<file path="src/rtl/sr_button_conditioner_if.sv">
// Button inputs and latch command outputs of the SR button conditioner.
// slave is the conditioner side and master is the driver/observer side.
interface sr_button_conditioner_if;
  logic btn_set;
  logic btn_reset;
  logic s;
  logic r;
  logic enable;
  logic conflict;
  logic busy;

  modport slave (
    input  btn_set, btn_reset,
    output s, r, enable, conflict, busy
  );

  modport master (
    output btn_set, btn_reset,
    input  s, r, enable, conflict, busy
  );
endinterface

</file>
<file path="src/rtl/sr_button_conditioner.sv">
// Conditions two bouncy push buttons into clean one-cycle set/reset commands
// for a gated SR latch. The path is: sync, debounce, rising-edge, arbitrate, holdoff.
//
// state      | meaning
// ST_IDLE    | waiting for a request
// ST_PULSE_S | s=1 and enable=1 for one cycle
// ST_PULSE_R | r=1 and enable=1 for one cycle
// ST_CONFLICT| set and reset rose together; conflict=1 for one cycle
// ST_HOLDOFF | rate-limit window; requests are dropped
module sr_button_conditioner #(
  parameter int unsigned DEBOUNCE_CYCLES = 4,
  parameter int unsigned HOLDOFF_CYCLES  = 3
) (
  input  logic                  i_clk,
  input  logic                  i_rst,
  sr_button_conditioner_if.slave bus
);

  localparam logic [7:0] DB_TC       = 8'(DEBOUNCE_CYCLES - 1);
  localparam logic [7:0] HO_LOAD     = 8'(HOLDOFF_CYCLES - 1);
  localparam bit         HAS_HOLDOFF = (HOLDOFF_CYCLES != 0);

  typedef enum logic [2:0] {
    ST_IDLE,
    ST_PULSE_S,
    ST_PULSE_R,
    ST_CONFLICT,
    ST_HOLDOFF
  } state_t;

  // Bit 0 carries the set button and bit 1 carries the reset button.
  logic [1:0] r_sync1;
  logic [1:0] r_sync2;
  logic [1:0] r_deb;
  logic [1:0] r_deb_prev;
  logic [7:0] r_cnt [2];
  logic [1:0] w_req;

  state_t     r_state;
  state_t     w_state_nxt;
  logic [7:0] r_hold_cnt;
  logic [7:0] w_hold_cnt_nxt;

  always_ff @(posedge i_clk) begin
    if (i_rst) begin
      r_sync1    <= '0;
      r_sync2    <= '0;
      r_deb      <= '0;
      r_deb_prev <= '0;
      for (int i = 0; i < 2; i++) r_cnt[i] <= '0;
    end else begin
      r_sync1    <= {bus.btn_reset, bus.btn_set};
      r_sync2    <= r_sync1;
      r_deb_prev <= r_deb;
      // Any sample agreeing with the debounced level restarts the count.
      for (int i = 0; i < 2; i++) begin
        if (r_sync2[i] == r_deb[i]) begin
          r_cnt[i] <= '0;
        end else if (r_cnt[i] == DB_TC) begin
          r_deb[i] <= ~r_deb[i];
          r_cnt[i] <= '0;
        end else begin
          r_cnt[i] <= r_cnt[i] + 8'd1;
        end
      end
    end
  end

  assign w_req = r_deb & ~r_deb_prev;

  always_ff @(posedge i_clk) begin
    if (i_rst) begin
      r_state    <= ST_IDLE;
      r_hold_cnt <= '0;
    end else begin
      r_state    <= w_state_nxt;
      r_hold_cnt <= w_hold_cnt_nxt;
    end
  end

  always_comb begin
    w_state_nxt    = r_state;
    w_hold_cnt_nxt = r_hold_cnt;
    unique case (r_state)
      ST_IDLE: begin
        if (w_req == 2'b11)  w_state_nxt = ST_CONFLICT;
        else if (w_req[0])   w_state_nxt = ST_PULSE_S;
        else if (w_req[1])   w_state_nxt = ST_PULSE_R;
      end
      ST_PULSE_S, ST_PULSE_R, ST_CONFLICT: begin
        if (HAS_HOLDOFF) begin
          w_state_nxt    = ST_HOLDOFF;
          w_hold_cnt_nxt = HO_LOAD;
        end else begin
          w_state_nxt    = ST_IDLE;
        end
      end
      ST_HOLDOFF: begin
        if (r_hold_cnt == 8'd0) w_state_nxt    = ST_IDLE;
        else                    w_hold_cnt_nxt = r_hold_cnt - 8'd1;
      end
      default: w_state_nxt = ST_IDLE;
    endcase
  end

  // Outputs are decoded from the state register, so s and r are exclusive by construction.
  assign bus.s        = (r_state == ST_PULSE_S);
  assign bus.r        = (r_state == ST_PULSE_R);
  assign bus.enable   = (r_state == ST_PULSE_S) || (r_state == ST_PULSE_R);
  assign bus.conflict = (r_state == ST_CONFLICT);
  assign bus.busy     = (r_state != ST_IDLE);

endmodule

</file>
<file path="src/flat_wrapper.sv">
// flat-port wrapper written by rule: the top's interface ports become plain ports
module sr_button_conditioner_flat 
#(
  parameter int unsigned DEBOUNCE_CYCLES = 4,
  parameter int unsigned HOLDOFF_CYCLES  = 3
)
  (i_clk, i_rst, bus_btn_set, bus_btn_reset, bus_s, bus_r, bus_enable, bus_conflict, bus_busy);
  sr_button_conditioner_if bus_i ();
  input  logic i_clk;
  input  logic i_rst;
  input wire logic [$bits(bus_i.btn_set)-1:0] bus_btn_set;
  input wire logic [$bits(bus_i.btn_reset)-1:0] bus_btn_reset;
  output wire logic [$bits(bus_i.s)-1:0] bus_s;
  output wire logic [$bits(bus_i.r)-1:0] bus_r;
  output wire logic [$bits(bus_i.enable)-1:0] bus_enable;
  output wire logic [$bits(bus_i.conflict)-1:0] bus_conflict;
  output wire logic [$bits(bus_i.busy)-1:0] bus_busy;
  assign bus_i.btn_set = bus_btn_set;
  assign bus_i.btn_reset = bus_btn_reset;
  assign bus_s = bus_i.s;
  assign bus_r = bus_i.r;
  assign bus_enable = bus_i.enable;
  assign bus_conflict = bus_i.conflict;
  assign bus_busy = bus_i.busy;
  sr_button_conditioner #(.DEBOUNCE_CYCLES(DEBOUNCE_CYCLES), .HOLDOFF_CYCLES(HOLDOFF_CYCLES)) u_core (.i_clk(i_clk), .i_rst(i_rst), .bus(bus_i));
endmodule
</file>
<file path="config.mk">
export PLATFORM = sky130hd
export DESIGN_NAME = sr_button_conditioner_flat
export DESIGN_NICKNAME = d
export VERILOG_FILES = /design/src/rtl/sr_button_conditioner_if.sv /design/src/rtl/sr_button_conditioner.sv /design/src/flat_wrapper.sv
export SDC_FILE = /design/constraint.sdc
export NUM_CORES = 1
export LEC_CHECK = 0
export BUFFER_PORTS_ARGS = -buffer_cell sky130_fd_sc_hd__buf_2
export CAP_MARGIN = 20
export CORE_UTILIZATION = 45
export DETAILED_ROUTE_END_ITERATION = 10
export HOLD_SLACK_MARGIN = 0.15
export PLACE_DENSITY = 0.75
export RECOVER_POWER = 25
export SKIP_LAST_GASP = 1
export SLEW_MARGIN = 40
export SYNTH_ARGS = -nofsm -noshare
export SYNTH_HDL_FRONTEND = slang
export SYNTH_SLANG_ARGS = --single-unit
</file>
<file path="constraint.sdc">
create_clock -name i_clk -period 1.8 [get_ports i_clk]
set_input_delay 0.27 -clock i_clk [delete_from_list [all_inputs] [get_ports i_clk]]
set_output_delay 0.27 -clock i_clk [all_outputs]
set_load 0.01 [all_outputs]
</file>
### Word-level counts from Yosys, hierarchy flattened

Memories as Yosys holds them, arrays and structs flattened.
Cells that the tools add are included.

| storage, ports and cells | value |
|---|---|
| register bits | 19 |
| bits in writable memories | 16 |
| input port bits | 4 |
| output and inout bits | 5 |
| word-level logic and storage cells | 82 |
| memories kept | 1 |

Memory list:

| memory | words | bits a word | read ports | clocked after Yosys merged registers in | wr ports | RTL line | text |
|---|---|---|---|---|---|---|---|
| u_core.r_cnt | 2 | 8 | 2 | 0 | 2 | sr_button_conditioner.sv:36 | `logic [7:0] r_cnt [2];` |

| operators by class | value |
|---|---|
| add/subtract/negate cells | 3 |
| equal/unequal tests | 12 |
| multiplexer cells | 37 |
| bitwise gates (word level) | 12 |
| reductions and logical operators | 10 |

Operator list:

| kind | number |
|---|---|
| two-way mux 8 bit | 7 |
| two-way mux 1 bit | 24 |
| adder 8 x 1 -> 8 bit, second input constant | 2 |
| == test 8 x 2 -> 1 bit, second input constant | 2 |
| case mux 8 bit (2 select lines) | 1 |
| two-way mux 3 bit | 4 |
| case mux 3 bit (3 select lines) | 1 |
| zero test 8 bit | 1 |
| AND reduction 2 bit | 4 |
| subtractor 8 x 1 -> 8 bit, second input constant | 1 |
| == test 3 x 2 -> 1 bit, second input constant | 2 |
| OR 1 bit | 6 |
| inequality test 4 x 1 -> 1 bit, second input constant | 1 |
| inverter 1 bit | 4 |
| == test 3 x 1 -> 1 bit, second input constant | 1 |
| == test 3 bit, second input constant | 1 |
| zero test 3 bit | 1 |
| nonzero test 3 bit | 1 |
| OR reduction 3 bit | 1 |
| bitwise AND 2 bit | 1 |
| == test 1 bit | 2 |
| == test 2 bit, second input constant | 1 |
| inequality test 2 x 1 -> 1 bit, second input constant | 1 |
| inequality test 2 bit, second input constant | 1 |
| 3 further kinds | 3 |

### Depth between registers and ports, before layout

Gate-level depths: netlist of the first run.

| logic depth | value |
|---|---|
| depth after elaboration | 7 |
| mapped depth | 7 |
| mapped depth without buffers | 6 |

### Worst setup path after synthesis of the first run

No wires, ideal clock.

| timing path | value |
|---|---|
| path type | flip-flop to flip-flop |
| start point | register u_core.r_hold_cnt[0] |
| end point | register u_core.r_hold_cnt[1] |
| setup time | 0.119 ns |
| data arrival time | 1.618 ns |
| required time | 1.681 ns |
| path slack | 0.064 ns |
| cell stages (with the launch flop) | 8 |
| buffers on the path | 1 |
| clock period less this slack | 1.736 ns |
| cells stage by stage | dfxtp_1 -> inv_1 -> ha_1 -> or3b_2 -> buf_2 -> nor2_1 -> o21ai_1 -> o221a_1 |

| between the ends | value |
|---|---|
| longest elaborated chain between the ends | 3 |
| elaborated cells between the ends (all ways) | 6 |
| those cells by class | add/sub (1); eq/ne (1); mux (2); reduce/logical (2) |

RTL lines:

| element | RTL line | text |
|---|---|---|
| start: declaration | sr_button_conditioner.sv:41 | `logic [7:0] r_hold_cnt;` |
| start signal: assignment | sr_button_conditioner.sv:77 | `r_hold_cnt <= w_hold_cnt_nxt;` |
| subtractor 8 x 1 -> 8 bit or zero test 8 bit (tied branches) | sr_button_conditioner.sv:100, sr_button_conditioner.sv:99 |  |
| two-way mux 8 bit or inequality test 2 bit (tied branches) | n/a |  |
| case mux 8 bit (2 select lines) or AND reduction 2 bit (tied branches) | n/a |  |

Parallel ways exist; a longest one is shown, timed or not. The select of a mux whose other input is x is not followed.
A chain may end at the register's enable or synchronous reset.

### Final worst setup path of the first run

| timing path | value |
|---|---|
| start point | register u_core.r_hold_cnt[1] |
| end point | register u_core.r_hold_cnt[3] |

The elaborated chain is that of the path after synthesis.

==> results of run 1 <==
==> flip-flops by register name, indices dropped and copies added, names as in the netlist <==
| signal | cells |
|---|---|
| u_core.r_cnt | 16 |
| u_core.r_hold_cnt | 8 |
| u_core.r_state | 3 |
| u_core.r_deb | 2 |
| u_core.r_deb_prev | 2 |
| u_core.r_sync1 | 2 |
| u_core.r_sync2 | 2 |
==> final cells by class <==
class / instances / area share (%)
clock buffers: 7 / 4.93
clock inverters: 1 / 1.52
inverters: 3 / 0.569
multi-input cells: 137 / 43.5
flip-flops and latches: 35 / 43.6
well taps: 46 / 2.91
repair buffers: 11 / 3.03
==> placed cells by master, fill, tap and decap left out, types with 2 or more instances in the layout <==
master | synthesis | routed
and3_1 | 6 | 6
a21oi_1 | 6 | 6
o21ai_0 | 2 | 2
xnor2_1 | 4 | 4
conb_1 | 1 | 16
edfxtp_1 | 16 | 16
nor3_1 | 2 | 2
nor4_1 | 3 | 3
ha_1 | 4 | 4
inv_1 | 3 | 3
nand3_1 | 11 | 11
dfxtp_2 | 0 | 2
nor2b_1 | 6 | 6
dfxtp_1 | 19 | 17
buf_2 | 1 | 6
or2_2 | 2 | 2
o211ai_1 | 2 | 2
or3_1 | 4 | 4
clkbuf_1 | 1 | 3
nand2_1 | 11 | 11
buf_4 | 0 | 3
xor2_1 | 12 | 12
nor2_1 | 22 | 22
clkbuf_8 | 1 | 5
nor3b_1 | 5 | 5
==> worst reg2reg max path, stage by stage, from the launching register on <==
cell and delay, ns:
dfxtp_2 0.37, inv_1 0.09, ha_1 0.18, or3b_4 0.27, o21ai_4 0.09, or4_1 0.48, a21oi_1 0.15
==> metal layers <==
| layer | up-vias | track usage [%] | routed length (um) | share of wire, % |
|---|---|---|---|---|
| li1 | 623 | - | - | - |
| met1 | 579 | 18.7 | 1310 | 45 |
| met2 | 13 | 29.6 | 1530 | 52 |
| met3 | 6 | 5.43 | 64 | 2.2 |
| met4 | 0 | 7.67 | 39 | 1.3 |
| met5 | - | 0 | 0 | 0 |
==> per-stage QoR <==
step	setup slack (ns)	hold slack (ns)	total power, mW	instances	area (um2)
floorplan	0.0636	0.349	0.920	178	1750
global placement	0.133	0.376	0.935	232	1840
detailed placement	0.0418	0.387	0.938	232	1840
CTS	0.0166	0.186	1.71	240	1970
global route	0.0151	0.207	1.75	240	1980
finish	0.104	0.192	1.70	240	1980
==> logic make-up (layout without fill, tap and decap cells) <==
kind of cell	Yosys count	after routing
AND/OR/NAND/NOR	80	80
flip-flops	35	35
AO/OA/AOI/OAI	20	20
XOR/XNOR	16	16
buffers and inverters	6	22
adder cells (fa/ha/maj)	4	4
other	1	16
multiplexers	1	1
==> power by group through the flow <==
stage	sequential [mW]	combinational (mW)	clock, mW
detailed placement	0.887	0.0505	0
finish	0.870	0.0522	0.775
floorplan	0.882	0.0385	0
CTS	0.869	0.0510	0.792
global route	0.872	0.0599	0.815
global placement	0.885	0.0497	0
==> final timing paths <==
check / endpoint / slack [ns] / start / cells past startpoint
worst max-delay path: u_core.r_hold_cnt[3] / 0.10 / u_core.r_hold_cnt[1] / 6
worst min-delay path: u_core.r_sync1[1] / 0.19 / bus_btn_reset / 2
worst max register to register: u_core.r_hold_cnt[3] / 0.10 / u_core.r_hold_cnt[1] / 6
worst min register to register: u_core.r_state[1] / 0.40 / u_core.r_deb_prev[1] / 1
==> repair_timing <==
item	CTS	global route
hold buffers	0	0
endpoints found under the setup margin	0	14
hold endpoints to repair	0	0
resized for setup	0	4
==> results.py, run 1 <==
metrics = {
    "timing": {
        "slew-limit-headroom_pct": 62.2,
        "fin_crit_sh_pct": 94.2,
        "rsz0062_at_grt": "false",
        "hold_viol": 0,
        "setup_viol": 0,
        "maxSlewViolCount": 0,
        "worst_pin_slew_ns": 0.567,
        "min_period_ns": 1.70,
        "tns_ns": 0,
        "skew_ns": 0.00587,
        "fmax_ghz": 0.589,
    },
    "yosys": {
        "synth_mux_area_share_pct": 0.592,
        "synth_top_family_by_area": "simple AND/OR/NAND/NOR gates",
        "avgSynthCellArea_um2": 10.4,
        "synth_seq_cells": 35,
        "synth-edff-count": 16,
        "synthMostInstantiatedCell": "nor2_1",
        "synth.cell_area_um2": 1690,
        "synth_simple_gate_area_share_pct": 25.7,
        "syn_inst": 163,
        "ys.flop_type": "dfxtp_1",
        "synth_compound_area_share_pct": 9.33,
        "synth-adder-area-share_pct": 2.96,
        "synthXorXnorAreaFrac_pct": 8.29,
        "synth.yosys.warnings": 0,
        "synth_common_cells": "22 x nor2_1, 19 x dfxtp_1, 16 x edfxtp_1, 12 x xor2_1",
        "synthDominantCellAreaShare_pct": 28.4,
        "synth.distinct_cells": 42,
        "ys_seq_area_share_pct": 50.9,
        "ys_async_sr_fraction_pct": 0,
        "yosysTopAreaCell": "edfxtp_1",
        "yosys-top-cells-area": "edfxtp_1 28%, dfxtp_1 23%, xor2_1 6.2%",
    },
    "floorplan": {
        "row_count": 21,
        "core-area_um2": 3470,
        "start_util_pct": 48.7,
        "ioPinCount": 9,
        "fp.dieH_um": 63.3,
        "dieArea_um2": 4010,
        "fp.dieW_um": 63.3,
    },
    "finish": {
        "nets": 201,
        "final_core_util_pct": 57.1,
        "register_area_um2": 863,
        "drive_above_1_share_pct": 14.4,
        "diodes": 0,
        "area_growth_pct": 17.2,
        "multi_input_area_um2": 861,
        "fillerInstances": 309,
    },
    "pwr": {
        "p_leak_nw": 0.796,
        "ir_worst_vdd_mv": 0.534,
        "pwr-share-comb_pct": 3.1,
        "p_per_area_nw_per_um2": 857,
        "switching_share_pct": 19.3,
        "p_int_mw": 1.37,
        "clockPowerShare_pct": 45.7,
        "switchingPower_mw": 0.328,
        "seqPwrFrac_pct": 51.3,
    },
    "grt": {
        "grt_usage_pct": 17.0,
        "antenna_found_initial": 0,
        "grt_pass1_wl_um": 5210,
        "grt_max_degree": 15,
        "grt_pass1_vias": 1251,
        "grt-ovfl-total": 0,
    },
    "setup_path": {
        "critical_path.top_delay_family": "simple AND/OR/NAND/NOR gates",
        "critPathMaxStageDelay_ns": 0.48,
        "cp_data_required_time_ns": 2.02,
        "cp_cell_sequence": "inv_1, ha_1, or3b_4, o21ai_4, or4_1, a21oi_1",
        "cp_slowest_cell": "or4_1",
        "cp_data_arrival_time_ns": 1.91,
        "startpoint_type": "flip-flop",
        "critPathMaxFanout": 7,
        "critPathKind": "reg -> reg",
        "cp.buffers_inverters": 1,
        "end_kind": "flip-flop",
    },
    "route": {
        "drt_wl_total_um": 2940,
        "drt_iter0_markers": 46,
        "viasPerCell": 5.09,
        "wl_per_cell_um": 12.3,
        "drc": 0,
        "first_pass_iters": 4,
        "drtAntennaViolNets": 0,
        "num_vias": 1221,
    },
    "placed_design": {
        "dp_hpwl_um": 2170,
        "gp_congestion": 0.836,
        "portBuffers": 8,
    },
    "clock_tree": {
        "clkSlewWorstSetupHoldPaths_ns": 0.07,
        "clk_latency_ns": 0.29,
        "cts_root_buffer": "clkbuf_8",
        "cts_buffer_depth": 2,
        "cts_buffers": 5,
        "clock_sinks": 35,
        "htreeDepth": 2,
        "cts_setup_buffers": 0,
        "cts_tree": "done",
    },
    "run_status": {
        "status": "finished clean",
    },
    "hold_path": {
        "hold_class": "in -> reg",
    },
    "job": {
        "max_cap_viol_count": 0,
    },
}
No activity file was read; power rests on OpenSTA's default activity.
==> run 2: changes to the inputs <==
BUFFER_PORTS_ARGS = default   (was -buffer_cell sky130_fd_sc_hd__buf_2)
DONT_BUFFER_PORTS = 1   (was default)
PLACE_DENSITY = 0.73   (was 0.75)
==> results.py, run 2 (synthesis gave the netlist of run 1 again) <==
metrics = {
    "pwr": {
        "p_leak_nw": 0.782,
        "ir_worst_vdd_mv": 0.829,
        "p_per_area_nw_per_um2": 808,
        "finalPower_mw": 1.59,
    },
    "timing": {
        "fmax_ghz": 0.580,
        "fin_crit_sh_pct": 95.8,
        "setup_viol": 0,
        "holdWs_ns": 0.151,
        "skew_ns": 0.00403,
        "min_period_ns": 1.72,
        "tns_ns": 0,
        "layout_setup_ws_ns": 0.0763,
        "rsz0062_at_grt": "true",
        "hold_viol": 0,
        "maxSlewViolCount": 0,
    },
    "clock_tree": {
        "clock_sinks": 35,
        "htreeDepth": 2,
        "cts_root_buffer": "clkbuf_8",
        "cts_buffers": 5,
        "clk_latency_ns": 0.29,
        "cts_setup_buffers": 0,
        "cts_tree": "done",
        "cts_buffer_depth": 2,
        "clkSlewWorstSetupHoldPaths_ns": 0.07,
    },
    "setup_path": {
        "critPathMaxFanout": 7,
        "cp_data_arrival_time_ns": 1.76,
        "worstReg2RegStart": "u_core.r_cnt[0][1]",
        "timing.rr.end": "u_core.r_cnt[0][2]",
        "r2r_cells": 5,
        "end_kind": "flip-flop",
        "timing.reg2reg.setup_slack_ns": 0.08,
        "startpoint_type": "flip-flop",
        "critPathKind": "reg -> reg",
        "cp_data_required_time_ns": 1.84,
    },
    "grt": {
        "grt-ovfl-total": 0,
        "antenna_found_initial": 0,
        "grt_max_degree": 12,
        "grt_usage_pct": 16.0,
        "grt_pass1_vias": 1144,
        "grt_pass1_wl_um": 4830,
    },
    "floorplan": {
        "ioPinCount": 9,
        "core-area_um2": 3470,
        "row_count": 21,
        "fp.dieH_um": 63.3,
        "fp.dieW_um": 63.3,
        "start_util_pct": 48.7,
        "dieArea_um2": 4010,
    },
    "finish": {
        "register_area_um2": 862,
        "layout_commonest_cell": "nor2_1",
        "fillerInstances": 311,
        "area_growth_pct": 16.3,
        "largestRegisters": "u_core.r_cnt: 16 flops, u_core.r_hold_cnt: 8 flops, u_core.r_state: 3 flops",
        "diodes": 0,
        "final_cell_mix": "22 x nor2_1, 18 x dfxtp_1, 16 x edfxtp_1, 16 x conb_1, 12 x xor2_1",
        "drive_above_1_share_pct": 12.0,
        "nets": 198,
        "largest_reg_flops": 16,
        "layoutNonFillerInstCount": 237,
        "regMostFlops": "u_core.r_cnt",
        "multi_input_area_um2": 855,
    },
    "run_status": {
        "status": "finished clean",
    },
    "placed_design": {
        "gp_congestion": 0.857,
        "dpl.cell_count": 226,
        "dp_hpwl_um": 2000,
        "portBuffers": 0,
        "place_ws_ns": 0.0665,
    },
    "hold_path": {
        "whs_path_depth": 2,
        "hold_end": "u_core.r_hold_cnt[1]",
        "hold_class": "in -> reg",
        "hold_start": "i_rst",
    },
    "route": {
        "drt_wl_total_um": 2850,
        "drc": 0,
        "drt_iter0_markers": 52,
        "first_pass_iters": 4,
        "viasPerCell": 5.11,
        "drtAntennaViolNets": 0,
        "num_vias": 1212,
        "wl_per_cell_um": 12.0,
    },
    "job": {
        "max_cap_viol_count": 0,
    },
}
==> run 2: worst max-delay path, stage by stage, from the launching register on <==
cell	delay (ns)
edfxtp_1	0.39
ha_1	0.25
nor4b_1	0.37
nand2_1	0.16
nand2_1	0.23
nor2_1	0.08
==> run 2: final cells by class <==
type | instances | area share (%)
clock buffers | 7 | 5.47
clock inverters | 1 | 0.255
inverters | 3 | 0.573
multi-input cells | 137 | 43.5
flip-flops and latches | 35 | 43.9
well taps | 46 | 2.93
repair buffers | 8 | 3.44
==> run 2: where the power goes <==
| part | leakage, nW | total, mW | internal (mW) | switching [mW] |
|---|---|---|---|---|
| logic | 0.404 | 0.0537 | 0.0241 | 0.0295 |
| registers | 0.319 | 0.869 | 0.851 | 0.0176 |
| clock network | 0.0594 | 0.666 | 0.392 | 0.274 |
| total | 0.782 | 1.59 | 1.27 | 0.322 |
==> run 2: worst max path at each step <==
stage,startpoint,end,cells after the start
floorplan,u_core.r_hold_cnt[0],u_core.r_hold_cnt[1],7
detailed placement,u_core.r_hold_cnt[1],u_core.r_hold_cnt[1],6
CTS,u_core.r_hold_cnt[1],u_core.r_hold_cnt[1],6
finish,u_core.r_cnt[0][1],u_core.r_cnt[0][2],5
global placement,u_core.r_hold_cnt[1],u_core.r_hold_cnt[1],6
global route,u_core.r_hold_cnt[0],u_core.r_hold_cnt[3],6
==> run 2: metal layers <==
| layer | part of all wire (%) | vias up | wire length, um | track usage [%] |
|---|---|---|---|---|
| met5 | 0 | - | 0 | 0 |
| met4 | 2.0 | 0 | 56 | 10.2 |
| met3 | 3.9 | 4 | 112 | 5.62 |
| met2 | 47 | 17 | 1340 | 25.1 |
| met1 | 47 | 575 | 1340 | 18.3 |
| li1 | - | 616 | - | - |
==> run 2: timing repair <==
item,4_1_cts,5_1_grt
setup endpoints to repair,0,13
hold buffers,3,0
resized for setup,0,3
endpoints found under the hold margin,10,0
==> run 2: through the flow <==
| stage | instance area, um2 | util, % |
|---|---|---|
| finish | 1970 | 56.7 |
| global route | 1970 | 56.7 |
| CTS | 1960 | 56.6 |
| detailed placement | 1820 | 52.5 |
| global placement | 1820 | 52.5 |
| floorplan | 1750 | - |
